`src/rtl/sha256_pkg.sv`:
```
// Shared constants and FSM state type for the SHA-256 message padder.
package sha256_pkg;
    localparam int LEN_W       = 64;
    localparam int CNT_W       = LEN_W - 3;
    localparam int BLOCK_WORDS = 16;
    localparam logic [31:0] PAD_MARKER = 32'h8000_0000;

    typedef enum logic [1:0] {
        S_ACC,
        S_PAD,
        S_EMIT
    } state_t;
endpackage

```
`src/rtl/sha256_msg_padder_if.sv`:
```
// Word-in / block-out bus of the SHA-256 message padder, plus FSM state for debug.
interface sha256_msg_padder_if;
    import sha256_pkg::*;

    // Both channels: a transfer happens on a rising clk edge where valid & ready are high;
    // the source holds its payload stable while valid is high and ready is low.
    logic             padding_en;
    logic             in_valid;
    logic             in_ready;
    logic [31:0]      in_data;
    logic             in_last;
    logic [2:0]       in_bytes;
    logic             blk_valid;
    logic             blk_ready;
    logic [511:0]     blk_data;
    logic             blk_last;
    logic [LEN_W-1:0] msg_bits;
    state_t           dbg_state;

    modport master (
        output padding_en, in_valid, in_data, in_last, in_bytes, blk_ready,
        input  in_ready, blk_valid, blk_data, blk_last, msg_bits, dbg_state
    );

    modport slave (
        input  padding_en, in_valid, in_data, in_last, in_bytes, blk_ready,
        output in_ready, blk_valid, blk_data, blk_last, msg_bits, dbg_state
    );
endinterface

```
`src/rtl/sha256_pad_word.sv`:
```
// Keeps the first 'bytes' bytes of a big-endian word, puts 0x80 right after them, zeroes the rest.
module sha256_pad_word
    import sha256_pkg::*;
(
    input  logic [31:0] data,
    input  logic [2:0]  bytes,
    output logic [31:0] word
);
    always_comb begin
        word = '0;
        for (int i = 0; i < 4; i++) begin
            if (3'(i) < bytes)
                word[31-8*i -: 8] = data[31-8*i -: 8];
            else if (3'(i) == bytes)
                word[31-8*i -: 8] = PAD_MARKER[31:24];
        end
    end
endmodule

```
`src/rtl/sha256_msg_padder.sv`:
```
// FIPS 180-4 message padder: collects 32-bit words into 512-bit blocks, appends marker,
// zero fill and the 64-bit bit length, and flags the final block of each message.
module sha256_msg_padder
    import sha256_pkg::*;
(
    input logic               clk,
    input logic               rst,
    sha256_msg_padder_if.slave bus
);
    state_t           state;
    logic [31:0]      w [BLOCK_WORDS];
    logic [4:0]       idx;
    logic [CNT_W-1:0] byte_cnt;
    logic             marker_pend;
    logic             pad_after;
    logic             final_q;
    logic [31:0]      pad_word;
    logic [4:0]       pad_idx;
    logic [LEN_W-1:0] bit_len;
    logic             acc_fire;

    sha256_pad_word u_pad_word (
        .data  (bus.in_data),
        .bytes (bus.in_bytes),
        .word  (pad_word)
    );

    assign bit_len       = {byte_cnt, 3'b000};
    // First free word once a deferred marker (full last word) has been placed.
    assign pad_idx       = marker_pend ? idx + 5'd1 : idx;
    assign bus.in_ready  = rst && (state == S_ACC) && bus.padding_en;
    assign acc_fire      = bus.in_valid && bus.in_ready;
    assign bus.blk_valid = (state == S_EMIT);
    assign bus.blk_last  = final_q;
    assign bus.msg_bits  = bit_len;
    assign bus.dbg_state = state;

    always_comb begin
        bus.blk_data = '0;
        for (int j = 0; j < BLOCK_WORDS; j++)
            bus.blk_data[511-32*j -: 32] = w[j];
    end

    always_ff @(posedge clk) begin
        if (!rst) begin
            state       <= S_ACC;
            idx         <= '0;
            byte_cnt    <= '0;
            marker_pend <= 1'b0;
            pad_after   <= 1'b0;
            final_q     <= 1'b0;
            for (int j = 0; j < BLOCK_WORDS; j++) w[j] <= '0;
        end else begin
            case (state)
                S_ACC: begin
                    if (acc_fire) begin
                        byte_cnt     <= byte_cnt + CNT_W'(bus.in_bytes);
                        w[idx[3:0]]  <= pad_word;
                        idx          <= idx + 5'd1;
                        if (!bus.in_last) begin
                            if (idx == 5'd15) begin
                                state   <= S_EMIT;
                                final_q <= 1'b0;
                            end
                        end else if (bus.in_bytes == 3'd4) begin
                            marker_pend <= 1'b1;
                            if (idx == 5'd15) begin
                                state     <= S_EMIT;
                                final_q   <= 1'b0;
                                pad_after <= 1'b1;
                            end else begin
                                state <= S_PAD;
                            end
                        end else begin
                            state <= S_PAD;
                        end
                    end
                end
                S_PAD: begin
                    for (int j = 0; j < BLOCK_WORDS; j++)
                        if (5'(j) >= pad_idx) w[j] <= '0;
                    if (marker_pend) begin
                        w[idx[3:0]] <= PAD_MARKER;
                        marker_pend <= 1'b0;
                    end
                    idx <= pad_idx;
                    // The length needs words 14 and 15; otherwise it spills into one more block.
                    if (pad_idx <= 5'd14) begin
                        w[14]   <= bit_len[63:32];
                        w[15]   <= bit_len[31:0];
                        final_q <= 1'b1;
                    end else begin
                        final_q   <= 1'b0;
                        pad_after <= 1'b1;
                    end
                    state <= S_EMIT;
                end
                S_EMIT: begin
                    if (bus.blk_ready) begin
                        idx <= '0;
                        for (int j = 0; j < BLOCK_WORDS; j++) w[j] <= '0;
                        if (final_q) begin
                            byte_cnt    <= '0;
                            pad_after   <= 1'b0;
                            marker_pend <= 1'b0;
                            final_q     <= 1'b0;
                            state       <= S_ACC;
                        end else if (pad_after) begin
                            state <= S_PAD;
                        end else begin
                            state <= S_ACC;
                        end
                    end
                end
                default: state <= S_ACC;
            endcase
        end
    end
endmodule

```
`src/flat_wrapper.sv`:
```
// flat-port wrapper written by rule: the top's interface ports become plain ports
module sha256_msg_padder_flat import sha256_pkg::*;
  (clk, rst, bus_padding_en, bus_in_valid, bus_in_data, bus_in_last, bus_in_bytes, bus_blk_ready, bus_in_ready, bus_blk_valid, bus_blk_data, bus_blk_last, bus_msg_bits, bus_dbg_state);
  sha256_msg_padder_if bus_i ();
  input logic clk;
  input logic rst;
  input wire logic [$bits(bus_i.padding_en)-1:0] bus_padding_en;
  input wire logic [$bits(bus_i.in_valid)-1:0] bus_in_valid;
  input wire logic [$bits(bus_i.in_data)-1:0] bus_in_data;
  input wire logic [$bits(bus_i.in_last)-1:0] bus_in_last;
  input wire logic [$bits(bus_i.in_bytes)-1:0] bus_in_bytes;
  input wire logic [$bits(bus_i.blk_ready)-1:0] bus_blk_ready;
  output wire logic [$bits(bus_i.in_ready)-1:0] bus_in_ready;
  output wire logic [$bits(bus_i.blk_valid)-1:0] bus_blk_valid;
  output wire logic [$bits(bus_i.blk_data)-1:0] bus_blk_data;
  output wire logic [$bits(bus_i.blk_last)-1:0] bus_blk_last;
  output wire logic [$bits(bus_i.msg_bits)-1:0] bus_msg_bits;
  output wire logic [$bits(bus_i.dbg_state)-1:0] bus_dbg_state;
  assign bus_i.padding_en = bus_padding_en;
  assign bus_i.in_valid = bus_in_valid;
  assign bus_i.in_data = bus_in_data;
  assign bus_i.in_last = bus_in_last;
  assign bus_i.in_bytes = bus_in_bytes;
  assign bus_i.blk_ready = bus_blk_ready;
  assign bus_in_ready = bus_i.in_ready;
  assign bus_blk_valid = bus_i.blk_valid;
  assign bus_blk_data = bus_i.blk_data;
  assign bus_blk_last = bus_i.blk_last;
  assign bus_msg_bits = bus_i.msg_bits;
  assign bus_dbg_state = bus_i.dbg_state;
  sha256_msg_padder u_core (.clk(clk), .rst(rst), .bus(bus_i));
endmodule
```
`config.mk`:
```
export PLATFORM = sky130hd
export DESIGN_NAME = sha256_msg_padder_flat
export DESIGN_NICKNAME = d
export VERILOG_FILES = /design/src/rtl/sha256_pkg.sv /design/src/rtl/sha256_msg_padder_if.sv /design/src/rtl/sha256_pad_word.sv /design/src/rtl/sha256_msg_padder.sv /design/src/flat_wrapper.sv
export SDC_FILE = /design/constraint.sdc
export NUM_CORES = 1
export LEC_CHECK = 0
export BUFFER_PORTS_ARGS = -buffer_cell sky130_fd_sc_hd__clkbuf_2
export CAP_MARGIN = 40
export CORE_UTILIZATION = 30
export CTS_BUF_LIST = sky130_fd_sc_hd__clkbuf_4
export CTS_CLUSTER_DIAMETER = 150
export DETAILED_ROUTE_END_ITERATION = 7
export GPL_ROUTABILITY_DRIVEN = 0
export PLACE_DENSITY = 0.5
export SETUP_SLACK_MARGIN = 0.3
export SLEW_MARGIN = 0
export SYNTH_ARGS = -nofsm -noshare
export SYNTH_HDL_FRONTEND = slang
export SYNTH_SLANG_ARGS = --single-unit
```
`constraint.sdc`:
```
create_clock -name clk -period 10 [get_ports clk]
set_clock_uncertainty 0.05 [all_clocks]
set_input_delay 2.5 -clock clk [delete_from_list [all_inputs] [get_ports clk]]
set_output_delay 2.5 -clock clk [all_outputs]
set_load 0.05 [all_outputs]
```
==> summary.md, run 1 <==
| Metric | Value |
|---|---|
| Die Y | 276 µm |
| Num CTS Buffers | 157 |
| Area fraction of the dominant cell type after synthesis | 68.1% |
| Post-synth EDFFs | 512 |
| First-pass DRT Iterations | 5 |
| Worst skew pair latency | 980 ps |
| Drt total wl | 92.3 mm |
| Fmax | 0.173 GHz |
| DP Wirelength | 64.6 mm |
| Port bufs | around 620 |
| Bufs on Longest Clock Path | 3 |
| Post-synth ARST share | 0% |
| Global route hottest layer | met2 |
| Met3 Resource Use GR | approximately 7.1% |
| Pleak | about 12 nW |
| CP Launch Point | rst |
| Crit. End Element | output port |
| Fin Setup TNS | 0 ps |
| Rows | 100 |
| CTS tree | built |
| Number of global-route vias before repair | approximately 17,000 |
| Total congestion overflow | 0 |
| Share of cells above drive strength 1 | 37.4% |
| Total setup buffers inserted after CTS | 0 |
| Max-slew violations | 0 |
| VDD IR max | 0.0000887 V |
| PwrDens | 207 mW/mm² |
| GRT Total Usage | 23.7% |
| Starting Density | 30.3% |
| Cell count after synthesis | 1,778 |
| Clk root buf | clkbuf_4 |
| Die Area | 0.0764 mm² |
| Top FF cell, synth | edfxtp_1 |
| Drt initial violations | 1,754 |
| Area grow syn2layout | 29.5% |
| Met2 Use GR | 40.3% |
| Final instance area | roughly 0.029 mm² |
| Required @ worst endpoint | 7450 ps |
| Resize count post-CTS | 0 |
| Synth cell types | 62 |
| Cell area after synthesis | between 0.02 and 0.025 mm² |
| Yosys Warn Count | 0 |
| Avg WL per Cell | roughly 26 µm |
| Slew margin rel. | about 40% |
| Critical R2R Capture | u_core.w[4][23]$_SDFFCE_PN0P_ |
| Setup violations, final | 0 |
| Nets | 2,537 |
| Crit path max fanout | 8 |
| MaxCap Viol Count | 0 |
| Synth Register Bits | approximately 580 |
| Startpoint type of the worst setup path | input pin |
| Hold crit path type | register to register |
| Slowest cell on crit path | clkbuf_2 |
| Top cells by count, synth | edfxtp_1, nor2_1, clkbuf_1 |
| Area leader, netlist | edfxtp_1 |
| Clock Sinks | 583 |
| DR vias/cell | 4.98 |
| Largest net degree at the start of global routing | approximately 60 |
| Core area | 0.0744 mm² |
| CP cell instances | clkbuf_2, and3_1, clkbuf_2 |
| Initial antenna violation count | 7 |
| CP endpoint | bus_in_ready |
| Launching point of the worst reg2reg path | u_core.idx[0]$_SDFFE_PN0P_ |
| CTS H-Tree Depth | 4 |
| Fin crit share | 57.9% |
| Io pins | 622 |
| CP most frequent cell | clkbuf_2 |
| Sequential share of the synthesized area | 74.3% |
| Worst R2R Path Depth | 9 |
| CTS Hold Bufs | 0 |
| Top-count cell post-synth | edfxtp_1 |
| Worst path max stage delay | 280 ps |
| First-pass GRT wire length | 127 mm |
| FF-to-FF setup slack | around 5700 ps |
| Syn avg cell area | 12.7 µm² |
| Total number of vias | 17,800 |
| Area after DPL | 0.0272 mm² |
| Top cells by area, synth | edfxtp_1, nor2_1, dfxtp_1, nand3_1, o21ai_0 |
| Status | finished clean |
| Crit Path Category | input pin to output port |
| Final hold violations | 0 |
| Least-Margin Pin Slew | between 900 and 1000 ps |
| Worst-path clk slew | 60 ps |
| Worst Path Arrival | 3240 ps |
| DRC | 0 |
| Crit path time final | between 5000 and 6000 ps |
| Antenna viol nets, final | 0 |
| Routing usage on met1 | 28.1% |
| Unrepaired setup endpoints after global routing | no |
| Die width | approximately 280 µm |
==> cell type report <==
type | count | area [µm²]
clock inverter | 46 | 318
sequential | 583 | 16800
clock buffer | 232 | 1740
fill | 7298 | 45200
antenna | 3 | 7.51
timing repair buffer | 676 | 3760
tap | 969 | 1210
inverter | 17 | 63.8
multi-input combinational | 1048 | 5360
==> worst max-delay path, delay by kind of cell <==
kind / cells / cell delay, ps
buffers and inverters: 2 / 510
AND/OR/NAND/NOR: 1 / 220
==> per-stage QoR <==
step	setup WS [ps]	std cells	util, %	power, W	hold slack (ps)
2_1_floorplan	3810	1780	-	0.00356	398
3_3_place_gp	4070	3276	36.0	0.00390	415
3_5_place_dp	4100	3293	36.5	0.00392	430
4_1_cts	4220	3571	39.3	0.00613	438
5_1_grt	4190	3573	39.3	0.00628	476
6_report	4210	3574	39.3	0.00606	440
==> cells by family (layout without fill, tap and decap cells) <==
group | Yosys count | after routing | synth area share (%)
AND/OR/NAND/NOR | 801 | 801 | 15.8
XOR/XNOR | 28 | 28 | 1.09
AO/OA/AOI/OAI | 198 | 198 | 5.20
multiplexers | 5 | 5 | 0.222
other | 1 | 6 | 0.0166
buffers and inverters | 149 | 971 | 2.59
adder cells (fa/ha/maj) | 13 | 13 | 0.753
flip-flops | 583 | 583 | 74.3
==> flip-flops by register name (all words and copies together) (netlist names) <==
signal	cells
u_core.marker_pend	1
u_core.idx	5
u_core.bus.blk_last	1
u_core.bus.dbg_state	2
u_core.pad_after	1
u_core.w	512
u_core.byte_cnt	61
==> report_power, final <==
part | switching (W) | internal (W) | total, W
Combinational | 0.000840 | 0.000151 | 0.000991
Sequential | 0.0000672 | 0.00280 | 0.00287
Clock | 0.00103 | 0.00117 | 0.00220
==> layout by cell type (no fill, tap or decap), types with 9 or more instances in the layout <==
cell	count
a21oi_1	54
and3_1	9
and4_1	9
buf_4	42
clkbuf_2	618
clkbuf_4	232
clkinv_1	26
dfxtp_1	71
edfxtp_1	512
ha_1	12
inv_1	17
nand2_1	74
nand2_2	13
nand3_1	79
nand3_2	13
nand4_1	30
nor2_1	492
o21ai_0	89
o31ai_1	19
or3_1	14
or4_1	19
xnor2_1	15
xor2_1	13
==> worst min-delay path by stage <==
stage | startpoint | to | slack, ps | cells past startpoint
after floorplan | u_core.pad_after$_SDFFE_PN0P_ | u_core.pad_after$_SDFFE_PN0P_ | 400 | 2
after global placement | u_core.pad_after$_SDFFE_PN0P_ | u_core.pad_after$_SDFFE_PN0P_ | 410 | 2
after detailed placement | u_core.pad_after$_SDFFE_PN0P_ | u_core.pad_after$_SDFFE_PN0P_ | 430 | 2
after CTS | u_core.pad_after$_SDFFE_PN0P_ | u_core.pad_after$_SDFFE_PN0P_ | 440 | 2
after global routing | u_core.pad_after$_SDFFE_PN0P_ | u_core.pad_after$_SDFFE_PN0P_ | 480 | 2
final | u_core.pad_after$_SDFFE_PN0P_ | u_core.pad_after$_SDFFE_PN0P_ | 440 | 2
==> metal layers <==
layer  up-vias  share of wire [%]
li1       7874                  -
met1      8785                 38
met2      1003                 50
met3       147                9.2
met4         4                3.1
met5         -              0.027
No activity file was read; power rests on OpenSTA's default activity.
==> run 2, diff against run 1 <==
Clock period 10 ns to 5.6 ns, I/O delays scaled along.
==> summary.md, run 2 (synthesis results as in run 1) <==
| Metric | Value |
|---|---|
| Status | finished clean |
| Share of cells above drive strength 1 | 37.8% (+0.42 points) |
| CTS tree | built |
| Nets | 2,549 (+0.47%) |
| Setup violations, final | 0 (unchanged) |
| MaxCap Viol Count | 0 (unchanged) |
| Crit Path Category | register to register |
| Sw power | 0.00347 W (+79%) |
| Number of global-route vias before repair | 17,200 (-0.30%) |
| Worst Path Arrival | 4780 ps (+1540 ps) |
| Least-Margin Pin Slew | 886 ps (-15.6 ps) |
| DR vias/cell | 4.99 (about the same) |
| Die Area | 0.0764 mm² (unchanged) |
| Total number of vias | 17,900 (+0.26%) |
| Antenna viol nets, final | 0 (unchanged) |
| Crit path time final | 4160 ps |
| Sw frac | 32.1% (+0.20 points) |
| Final hold violations | 0 (unchanged) |
| GRT Total Usage | 23.9% (+0.20 points) |
| Most common cell after layout, fill and taps aside | clkbuf_2 |
| Max-slew violations | 0 (unchanged) |
| Worst-path clk slew | 60 ps (about the same) |
| Area grow syn2layout | 29.6% (about the same) |
| Clock Sinks | 583 (unchanged) |
| Crit path max fanout | 33 (+25) |
| Fin Setup TNS | 0 ps (unchanged) |
| Num CTS Buffers | 158 (+0.64%) |
| Unrepaired setup endpoints after global routing | no |
| CTS H-Tree Depth | 4 (unchanged) |
| DRC | 0 (unchanged) |
| PwrDens | 369 mW/mm² (+78%) |
| First-pass DRT Iterations | 5 (unchanged) |
| Hold crit path type | register to register |
| Biggest register | u_core.w |
| Starting Density | 30.3% (unchanged) |
| Avg WL per Cell | 26.0 µm (+0.83%) |
| Total setup buffers inserted after CTS | 0 (unchanged) |
| Largest net degree at the start of global routing | 59 (-3.3%) |
| Fmax | 0.241 GHz |
| Crit. End Element | register |
| Rows | 100 (unchanged) |
| Startpoint type of the worst setup path | register |
| Core area | 0.0744 mm² (unchanged) |
| Max reg flops | 512 (unchanged) |
| CTS Hold Bufs | 0 (unchanged) |
| Pleak | 12.0 nW (about the same) |
| Resize count post-CTS | 0 (unchanged) |
| Worst path max stage delay | 560 ps (+280 ps) |
| Drt initial violations | 1,604 (-8.6%) |
| Total congestion overflow | 0 (unchanged) |
| Sequential share of power | 47.4% (about the same) |
| Required @ worst endpoint | 6220 ps (-1230 ps) |
| Slowest cell on crit path | nand3_2 |
| DP Wirelength | 64.9 mm (+0.53%) |
| Die width | 276 µm (unchanged) |
| Drt total wl | 93.2 mm (+1.0%) |
| Clock share of power | 36.0% (-0.3 points) |
| Commonest cells after routing, fill and taps aside | clkbuf_2, edfxtp_1, nor2_1, clkbuf_4, o21ai_0 |
| Worst skew pair latency | 1000 ps (+20 ps) |
| Fin crit share | 74.2% |
| Die Y | 276 µm (unchanged) |
| Total power | 0.0108 W (+78%) |
| Io pins | 622 (unchanged) |
| VDD IR max | 0.000153 V (+72%) |
| Comb pwr share | 16.6% (+0.2 points) |
| Clk root buf | clkbuf_4 |
| Port bufs | 618 (unchanged) |
| Initial antenna violation count | 10 (+3) |
| Slew margin rel. | 40.8% (+1.0 points) |
| Int Pwr | 0.00732 W (+78%) |
| FILL cells | 7,261 (-0.51%) |
| CP cell instances | ha_1, nand3_1, inv_1, ha_1, inv_1, o2111ai_2, buf_4, a21oi_1, nand2_2, nand3_2, buf_16 |
| Bufs on Longest Clock Path | 3 (unchanged) |
| First-pass GRT wire length | 129 mm (+1.1%) |
| Top Registers | u_core.w: 512 flops, u_core.byte_cnt: 61 flops, u_core.idx: 5 flops |
run 2: metrics by stage:
stage	hold slack (ps)	setup slack [ps]	instances	utilization, %	instance area [µm²]
after detailed placement	425	1120	3303	36.6	27200
after global routing	469	1100	3579	39.3	29300
final	437	1440	3580	39.3	29300
after floorplan	398	749	1780	-	22600
after global placement	420	1130	3288	36.2	26900
after CTS	437	1350	3573	39.3	29200
run 2: routing by layer:
metal / global-route usage (%) / routed length, µm / vias up
met3: 6.81 / 7690 / 167
met2: 40.6 / 46600 / 942
met1: 28.6 / 36100 / 8854
met4: 9.07 / 2720 / 8
li1: - / - / 7889
met5: 0 / 57 / -
run 2: final cells by class:
| class | count | area, µm² | share of cell area (%) |
|---|---|---|---|
| diodes | 6 | 15.0 | 0.0513 |
| multi-input cells | 1048 | 5370 | 18.3 |
| repair buffers | 687 | 3790 | 13.0 |
| flip-flops and latches | 583 | 16800 | 57.4 |
| inverters | 17 | 63.8 | 0.218 |
| clock buffers | 240 | 1800 | 6.16 |
| well taps | 969 | 1210 | 4.14 |
| clock inverters | 30 | 216 | 0.740 |
run 2: power by group through the flow:
stage	registers (W)	logic [W]	clock network, W
after floorplan	0.00609	0.000276	0
final	0.00511	0.00179	0.00388
after detailed placement	0.00521	0.00181	0
after CTS	0.00512	0.00181	0.00401
after global placement	0.00521	0.00176	0
after global routing	0.00513	0.00184	0.00420
run 2: worst max-delay path: cells and delay by family, from the launching register on:
| family | cells | cell delay [ps] |
|---|---|---|
| compound gates | 2 | 540 |
| buf+inv | 4 | 770 |
| fa+ha+maj | 2 | 690 |
| flops | 1 | 480 |
| simple gates | 3 | 1270 |
run 2: worst paths after layout:
path	slack [ps]	cells past startpoint	to	start
worst min-delay path	440	2	u_core.pad_after$_SDFFE_PN0P_	u_core.pad_after$_SDFFE_PN0P_
worst min register to register	440	2	u_core.pad_after$_SDFFE_PN0P_	u_core.pad_after$_SDFFE_PN0P_
worst max register to register	1440	11	u_core.w[12][24]$_SDFFCE_PN0P_	u_core.idx[0]$_SDFFE_PN0P_
worst max-delay path	1440	11	u_core.w[12][24]$_SDFFCE_PN0P_	u_core.idx[0]$_SDFFE_PN0P_
==> run 3, diff against run 2 <==
Settings changed: PLACE_DENSITY 0.5 to 0.52.
Clock period 5.6 ns to 3.8 ns, I/O delays scaled along.
==> summary.md, run 3 (synthesis results as in run 1) <==
| Metric | Value |
|---|---|
| Status | finished clean |
| Crit. End Element | output port |
| Drt total wl | 88.8 mm (-4.7%) |
| PwrDens | 541 mW/mm² (+47%) |
| MaxCap Viol Count | 0 (unchanged) |
| Fin crit share | a little under 90% |
| GRT Total Usage | 22.9% (-1.0 points) |
| Resize count post-CTS | 2 (+2) |
| Antenna viol nets, final | 0 (unchanged) |
| Clock Sinks | 583 (unchanged) |
| CTS Hold Bufs | 0 (unchanged) |
| Port bufs | 618 (unchanged) |
| Crit path max fanout | 16 (-52%) |
| Unrepaired setup endpoints after global routing | no |
| Most common cell after layout, fill and taps aside | clkbuf_2 |
| Final hold violations | 0 (unchanged) |
| Util after Layout | 39.6% (+0.32 points) |
| Least-Margin Pin Slew | 905 ps (+18.9 ps) |
| Slew margin rel. | 39.5% (-1.3 points) |
| Initial antenna violation count | 6 (-4) |
| Num CTS Buffers | 159 (+0.63%) |
| Required @ worst endpoint | 2800 ps (-3420 ps) |
| Setup violations, final | 0 (unchanged) |
| Number of cells after detailed placement | 3,326 (+0.70%) |
| Core area | 0.0744 mm² (unchanged) |
| Crit Path Category | register to output port |
| Worst-path clk slew | 70 ps (about the same) |
| Startpoint type of the worst setup path | register |
| FILL cells | 7,213 (-0.66%) |
| Top Registers | u_core.w: 512 flops, u_core.byte_cnt: 61 flops, u_core.idx: 5 flops |
| Io pins | 622 (unchanged) |
| Total power | 0.0160 W (+48%) |
| Die Y | 276 µm (unchanged) |
| Fin cells | 3,608 (+0.78%) |
| Area grow syn2layout | 30.6% |
| Pleak | 12.1 nW (+0.92%) |
| Crit path time final | 3290 ps |
| Die Area | 0.0764 mm² (unchanged) |
| Worst Path Arrival | 2290 ps (-2490 ps) |
| First-pass DRT Iterations | 6 (+1) |
| Fmax | roughly 0.30 GHz |
| Total setup buffers inserted after CTS | 0 (unchanged) |
| CTS tree | built |
| Worst hold path stage count | 3 (+1) |
| Total congestion overflow | 0 (unchanged) |
| First-pass GRT wire length | 125 mm (-3.0%) |
| Max-slew violations | 0 (unchanged) |
| Hold crit path type | input pin to register |
| Rows | 100 (unchanged) |
| Share of cells above drive strength 1 | 38.5% (+0.77 points) |
| Worst R2R Path Depth | 10 (-1) |
| Avg WL per Cell | 24.6 µm (-5.4%) |
| Die width | 276 µm (unchanged) |
| Worst skew pair latency | 990 ps (about the same) |
| CTS H-Tree Depth | 4 (unchanged) |
| Bufs on Longest Clock Path | 3 (unchanged) |
| Clk root buf | clkbuf_4 |
| Max reg flops | 512 (unchanged) |
| DR vias/cell | 4.93 (-1.2%) |
| Biggest register | u_core.w |
| FF+latch area | 0.0168 mm² (about the same) |
| DRC | 0 (unchanged) |
| Commonest cells after routing, fill and taps aside | clkbuf_2, edfxtp_1, nor2_1, clkbuf_4, o21ai_0 |
| Starting Density | 30.3% (unchanged) |
| Nets | 2,572 (+0.90%) |
| Area of the multi-input gates | 0.00543 mm² (+1.1%) |
| Total number of vias | 17,800 (-0.46%) |
| VDD IR max | 0.000190 V (+25%) |
| WHS | 326 ps (-111 ps) |
| DP Wirelength | 61.1 mm (-5.9%) |
| Drt initial violations | 1,640 (+2.2%) |
| Fin Setup TNS | 0 ps (unchanged) |
| Largest net degree at the start of global routing | 65 (+10%) |
| Number of global-route vias before repair | 17,400 (+1.0%) |
## run 3: cell count changes in the layout (fill, tap and decap cells not counted), sizes merged
cell / change
buf: +22
bufinv: +1
clkbuf: -8
clkinv: +21
clkinvlp: -3
diode: -3
inv: -2
## run 3: cell type report
class / count / share of cell area [%]
flip-flops and latches: 583 / 56.9
clock buffers: 232 / 5.90
diodes: 3 / 0.0254
well taps: 969 / 4.11
inverters: 17 / 0.216
multi-input cells: 1048 / 18.4
repair buffers: 709 / 13.2
clock inverters: 47 / 1.24
## run 3: metrics by stage
step | area (µm²) | setup WS, ps
after detailed placement | 27400 | 475
after floorplan | 22700 | 228
final | 29500 | 514
after global routing | 29500 | 364
after global placement | 27300 | 598
after CTS | 29500 | 361
## run 3: path summary, 6_finish.rpt
path                                              from                       endpoint  slack, ps
setup / recovery  u_core.bus.dbg_state[0]$_SDFFE_PN0P_                   bus_in_ready        510
hold / removal                          bus_in_data[0]      u_core.w[14][0]$_DFFE_PP_        330
setup reg to reg            u_core.idx[0]$_SDFFE_PN0P_   u_core.w[7][9]$_SDFFCE_PN0P_        640
hold reg to reg          u_core.pad_after$_SDFFE_PN0P_  u_core.pad_after$_SDFFE_PN0P_        440
## run 3: where the power goes
group	switching, W	internal, W	leakage, nW
sequential	0.000142	0.00737	5.91
combinational	0.00220	0.000407	4.94
clock	0.00278	0.00305	1.24
## run 3: critical path, stage by stage, from the launching register on
cell      delay (ps)
dfxtp_2          350
inv_1            170
ha_4             280
and3_1           220
clkbuf_2         290
## run 3: layer usage
layer | share of wire [%] | up-vias | track usage (%)
met2 | 50 | 903 | 39.2
met4 | 2.6 | 4 | 8.21
met5 | 0.030 | - | 0
li1 | - | 7932 | -
met3 | 7.9 | 130 | 6.08
met1 | 39 | 8809 | 27.6
